`config.mk`:
```
export PLATFORM = sky130hd
export DESIGN_NAME = fetch_unit
export DESIGN_NICKNAME = d
export VERILOG_FILES = /design/src/rtl/mips_pkg.sv /design/src/rtl/ifid_reg.sv /design/src/rtl/fetch_unit.sv
export SDC_FILE = /design/constraint.sdc
export NUM_CORES = 1
export LEC_CHECK = 0
export ABC_CLOCK_PERIOD_IN_PS = 2100
export BUFFER_PORTS_ARGS = -buffer_cell sky130_fd_sc_hd__buf_2
export CORE_MARGIN = 2
export CORE_UTILIZATION = 50
export CTS_CLUSTER_SIZE = 12
export DETAILED_ROUTE_END_ITERATION = 16
export GPL_TIMING_DRIVEN = 0
export PLACE_DENSITY_LB_ADDON = 0.05
export SLEW_MARGIN = 15
export SYNTH_ARGS = -nofsm -noshare
export SYNTH_HDL_FRONTEND = slang
export SYNTH_SLANG_ARGS = --single-unit
```
`constraint.sdc`:
```
create_clock -name clk -period 2.1 [get_ports clk]
set_input_delay 0 -clock clk [delete_from_list [all_inputs] [get_ports clk]]
set_output_delay 0 -clock clk [all_outputs]
set_load 0.05 [all_outputs]
```
`src/rtl/mips_pkg.sv`:
```
// Shared MIPS pipeline definitions: default reset PC, NOP encoding,
// fetch FSM state encoding and the IF/ID bundle layout.
package mips_pkg;

    localparam logic [31:0] DEFAULT_RESET_PC = 32'h0000_3000;
    localparam logic [31:0] NOP_INSTR        = 32'h0000_0000;

    typedef enum logic {
        FETCH = 1'b0,
        HOLD  = 1'b1
    } fetch_state_e;

    typedef struct packed {
        logic [31:0] pc;
        logic [31:0] instr;
        logic        valid;
        logic        adel;
    } ifid_t;

endpackage

```
`src/rtl/ifid_reg.sv`:
```
// IF/ID pipeline register: loads the fetched bundle when load=1, else holds.
// Ports: clk, reset_n (async active-low), load, d (next bundle), q (bundle in D).
module ifid_reg
    import mips_pkg::*;
(
    input  logic  clk,
    input  logic  reset_n,
    input  logic  load,
    input  ifid_t d,
    output ifid_t q
);

    always_ff @(posedge clk or negedge reset_n) begin
        if (!reset_n) begin
            q.pc    <= 32'h0;
            q.instr <= NOP_INSTR;
            q.valid <= 1'b0;
            q.adel  <= 1'b0;
        end else if (load) begin
            q <= d;
        end
    end

endmodule

```
`src/rtl/fetch_unit.sv`:
```
// Instruction-fetch stage: F-stage PC, variable-latency imem request,
// one-entry stall buffer and the IF/ID register. Optional macro: FETCH_ADEL_EN
// (misaligned PC raises a fetch address error instead of issuing a request).
// Ports: clk, reset_n | npc, stall | imem_req/addr/rdata/ack |
//        pc_f, pc_d, instr_d, valid_d, fetch_wait, adel_d.
module fetch_unit
    import mips_pkg::*;
#(
    parameter logic [31:0] RESET_PC = DEFAULT_RESET_PC
) (
    input  logic        clk,
    input  logic        reset_n,
    input  logic [31:0] npc,
    input  logic        stall,
    output logic        imem_req,
    output logic [31:0] imem_addr,
    input  logic [31:0] imem_rdata,
    input  logic        imem_ack,
    output logic [31:0] pc_f,
    output logic [31:0] pc_d,
    output logic [31:0] instr_d,
    output logic        valid_d,
    output logic        fetch_wait,
    output logic        adel_d
);

`ifdef FETCH_ADEL_EN
    localparam logic ADEL_EN = 1'b1;
`else
    localparam logic ADEL_EN = 1'b0;
`endif

    fetch_state_e state, next_state;

    logic [31:0] buffer;
    logic        buf_adel;
    logic        adel_f;
    logic        ack_f;
    logic [31:0] data_f;
    logic        load;
    logic        buf_we;
    ifid_t       ifid_d;
    ifid_t       ifid_q;

`ifdef FETCH_ADEL_EN
    assign adel_f = (pc_f[1:0] != 2'b00);
`else
    assign adel_f = 1'b0;
`endif

    // A misaligned fetch never reaches memory; it completes at once as a NOP.
    assign ack_f  = adel_f | imem_ack;
    assign data_f = adel_f ? NOP_INSTR : imem_rdata;

    // Gated with reset_n so an abandoned request drops while in reset.
    assign imem_req  = reset_n & (state == FETCH) & ~adel_f;
    assign imem_addr = {pc_f[31:2], 2'b00};

    always_comb begin
        next_state   = state;
        load         = 1'b0;
        buf_we       = 1'b0;
        fetch_wait   = 1'b0;
        ifid_d.pc    = pc_f;
        ifid_d.instr = buffer;
        ifid_d.valid = 1'b1;
        ifid_d.adel  = buf_adel;
        unique case (state)
            FETCH: begin
                ifid_d.instr = data_f;
                ifid_d.adel  = adel_f;
                fetch_wait   = ~ack_f;
                if (ack_f) begin
                    if (stall) begin
                        buf_we     = 1'b1;
                        next_state = HOLD;
                    end else begin
                        load = 1'b1;
                    end
                end
            end
            HOLD: begin
                if (!stall) begin
                    load       = 1'b1;
                    next_state = FETCH;
                end
            end
            default: ;
        endcase
    end

    always_ff @(posedge clk or negedge reset_n) begin
        if (!reset_n) begin
            state    <= FETCH;
            pc_f     <= RESET_PC;
            buffer   <= NOP_INSTR;
            buf_adel <= 1'b0;
        end else begin
            state <= next_state;
            if (load) begin
                pc_f <= npc;
            end
            if (buf_we) begin
                buffer   <= data_f;
                buf_adel <= adel_f;
            end
        end
    end

    ifid_reg u_ifid (
        .clk     (clk),
        .reset_n (reset_n),
        .load    (load),
        .d       (ifid_d),
        .q       (ifid_q)
    );

    assign pc_d    = ifid_q.pc;
    assign instr_d = ifid_q.instr;
    assign valid_d = ifid_q.valid;
    assign adel_d  = ifid_q.adel & ADEL_EN;

endmodule

```
==> results.cfg <==
[layout]
diodes = 0
syn_to_final_growth_pct = 42.5
final_common_cell = buf_2
layout_common_cells = 198 x buf_2, 128 x dfrtp_1, 66 x buf_4
nets = 776
register_area_um2 = 3260
multi_input_area_um2 = 1740
fill_cells = 778
drive_above_1_share_pct = 48.9

[logic_synthesis]
ys_seq_area_share_pct = 57.1
ys_ff_latch = 130
netlist_area_um2 = 5700
synth.avg_cell_area_um2 = 13.4
synthXorXnorAreaFrac_pct = 0
synthAdderAreaFrac_pct = 0
syn-instance-count = 425
synth_compound_area_share_pct = 8.43
yosys.area_share.simple_pct = 2.96
synth_top_family_by_area = multiplexers
synth_cell_types = 22
muxShareOfSynthArea_pct = 19.0
yosys_warnings = 0

[floorplan]
initial_core_util_pct = 51.9
fp.dieH_um = 111
fp-row-count = 38
die_w_um = 111
die_area_um2 = 12300
core_area_um2 = 11000
io_pins = 200

[power]
p_per_area_nw_per_um2 = 1180
p_leak_nw = 3.84
peakVddDrop_v = 0.000726
power.total_w = 0.00956

[clock_tree]
clockBufferDepth = 2
cts_buffers = 17
clock_latency_ns = 0.41
hold_buffers = 65
clock-root-buffer = clkbuf_16
cts_resized = 0
htreeDepth = 4
clock_sinks = 130
post_cts_buffers = 0
path_clk_slew_ns = 0.06
cts_tree = done

[hold_path]
hp-class = primary input to register

[worst_setup_path]
endpoint_kind = output port
crit_arrival_ns = 1.93
cp-start-kind = register
crit_path_max_fanout = 10
cp.required_ns = 2.10
critPathKind = register to output port

[grt]
overflow = 0
grt_use_total_pct = 22.5
grt_antenna_before_repair = 0
grt_max_degree = 69
grt_pass1_wl_um = 21900
grt_pass1_vias = 4398

[timing]
tns_ns = 0
final.setup.worst_slack_ns = 0.175
finClkSkew_ns = 0.00723
rsz0062_at_grt = false
fmax_ghz = 0.519
tightest_slew_ns = 0.598
slew_violations = 0
slew-limit-headroom_pct = 60.1
hold_viol = 0
post-route-period-util_pct = 91.7
setup_viol = 0
fin_crit_ns = 1.93

[placed_design]
dp_hpwl_um = 9120
io_buffers = 196
gp_congestion = 0.754
pre_cts_ws_ns = 0.357

[run_status]
status = complete, no violations

[route]
vias = 4359
ant_nets = 0
drc = 0
postRouteWirelength_um = 13700
drtPass1Iterations = 4
wire_per_inst_um = 16.0
via_per_inst = 5.07
initialDrtViolationCount = 172

[flow_run]
max-cap-violations = 0
[through the flow]
stage / utilization (%) / instances / hold WS, ns / instance area [µm²]
2_1_floorplan: - / 427 / -0.296 / 5710
3_3_place_gp: 62.5 / 763 / 0.213 / 6870
3_5_place_dp: 62.8 / 764 / 0.0215 / 6900
4_1_cts: 74.0 / 860 / 0.0739 / 8130
5_1_grt: 74.0 / 860 / 0.0935 / 8130
6_report: 74.0 / 860 / 0.0882 / 8130
[cell usage after synthesis]
| master | n | area share, % |
|---|---|---|
| dfstp_2 | 2 | 0.92 |
| inv_1 | 1 | 0.066 |
| nand2_2 | 1 | 0.11 |
| buf_2 | 3 | 0.26 |
| o32ai_1 | 32 | 4.9 |
| buf_4 | 66 | 8.7 |
| clkbuf_1 | 11 | 0.72 |
| nand2b_1 | 3 | 0.33 |
| buf_1 | 4 | 0.26 |
| o22ai_1 | 32 | 3.5 |
| or2_1 | 1 | 0.11 |
| mux2_1 | 49 | 9.7 |
| nor2b_1 | 1 | 0.11 |
| mux2_2 | 47 | 9.3 |
| buf_12 | 5 | 1.8 |
| nand3b_1 | 1 | 0.13 |
| buf_6 | 2 | 0.39 |
| conb_1 | 1 | 0.066 |
| nor2_1 | 33 | 2.2 |
| buf_8 | 1 | 0.26 |
| clkinv_1 | 1 | 0.066 |
| dfrtp_1 | 128 | 56 |
[cell families (layout without fill, tap and decap cells)]
| logic type | after synthesis | after routing |
|---|---|---|
| DFF | 130 | 130 |
| muxes | 96 | 96 |
| buffers and inverters | 94 | 387 |
| AOI/OAI and AO/OA | 64 | 64 |
| and+or+nand+nor | 40 | 40 |
| other | 1 | 3 |
[power by group]
group          leakage [nW]  switching, W  internal [W]
registers              1.51      0.000325       0.00300
logic                  2.04       0.00230       0.00105
clock network         0.279       0.00104       0.00185
[sequential cells by signal, indices dropped and copies added (netlist names)]
name and count:
u_ifid.q 65, pc_f 32, buffer 32, state 1
[worst max-delay path, stage by stage (launching register included)]
cell	delay, ns
dfrtp_1	0.37
buf_6	0.13
or2_1	0.23
buf_6	0.14
clkbuf_1	0.24
inv_1	0.13
buf_2	0.27
[area by class of cell]
cell class	instances	area share, %
flip-flops and latches	130	40.1
clock inverters	11	1.71
clock buffers	20	5.37
repair buffers	262	20.5
multi-input cells	203	21.4
well taps	140	2.16
inverters	2	0.0924
plain buffers	92	8.67
[final timing paths]
| check | startpoint | to | slack (ns) | cells past startpoint |
|---|---|---|---|---|
| max | state | fetch_wait | 0.17 | 6 |
| min | stall | u_ifid.q[3] | 0.09 | 4 |
| max reg2reg | state | u_ifid.q[46] | 0.36 | 7 |
| min reg2reg | u_ifid.q[1] | u_ifid.q[1] | 0.46 | 1 |
| max in group asynchronous | reset_n | pc_f[12] | 1.18 | 3 |
| min in group asynchronous | reset_n | pc_f[4] | 0.15 | 2 |
[per-layer routing]
layer,track usage [%],share of wire [%]
met5,0,0
met4,7.92,1.8
met3,6.34,6.2
met2,39.3,51
met1,26.7,41
Power figures use the tool's default switching activity.
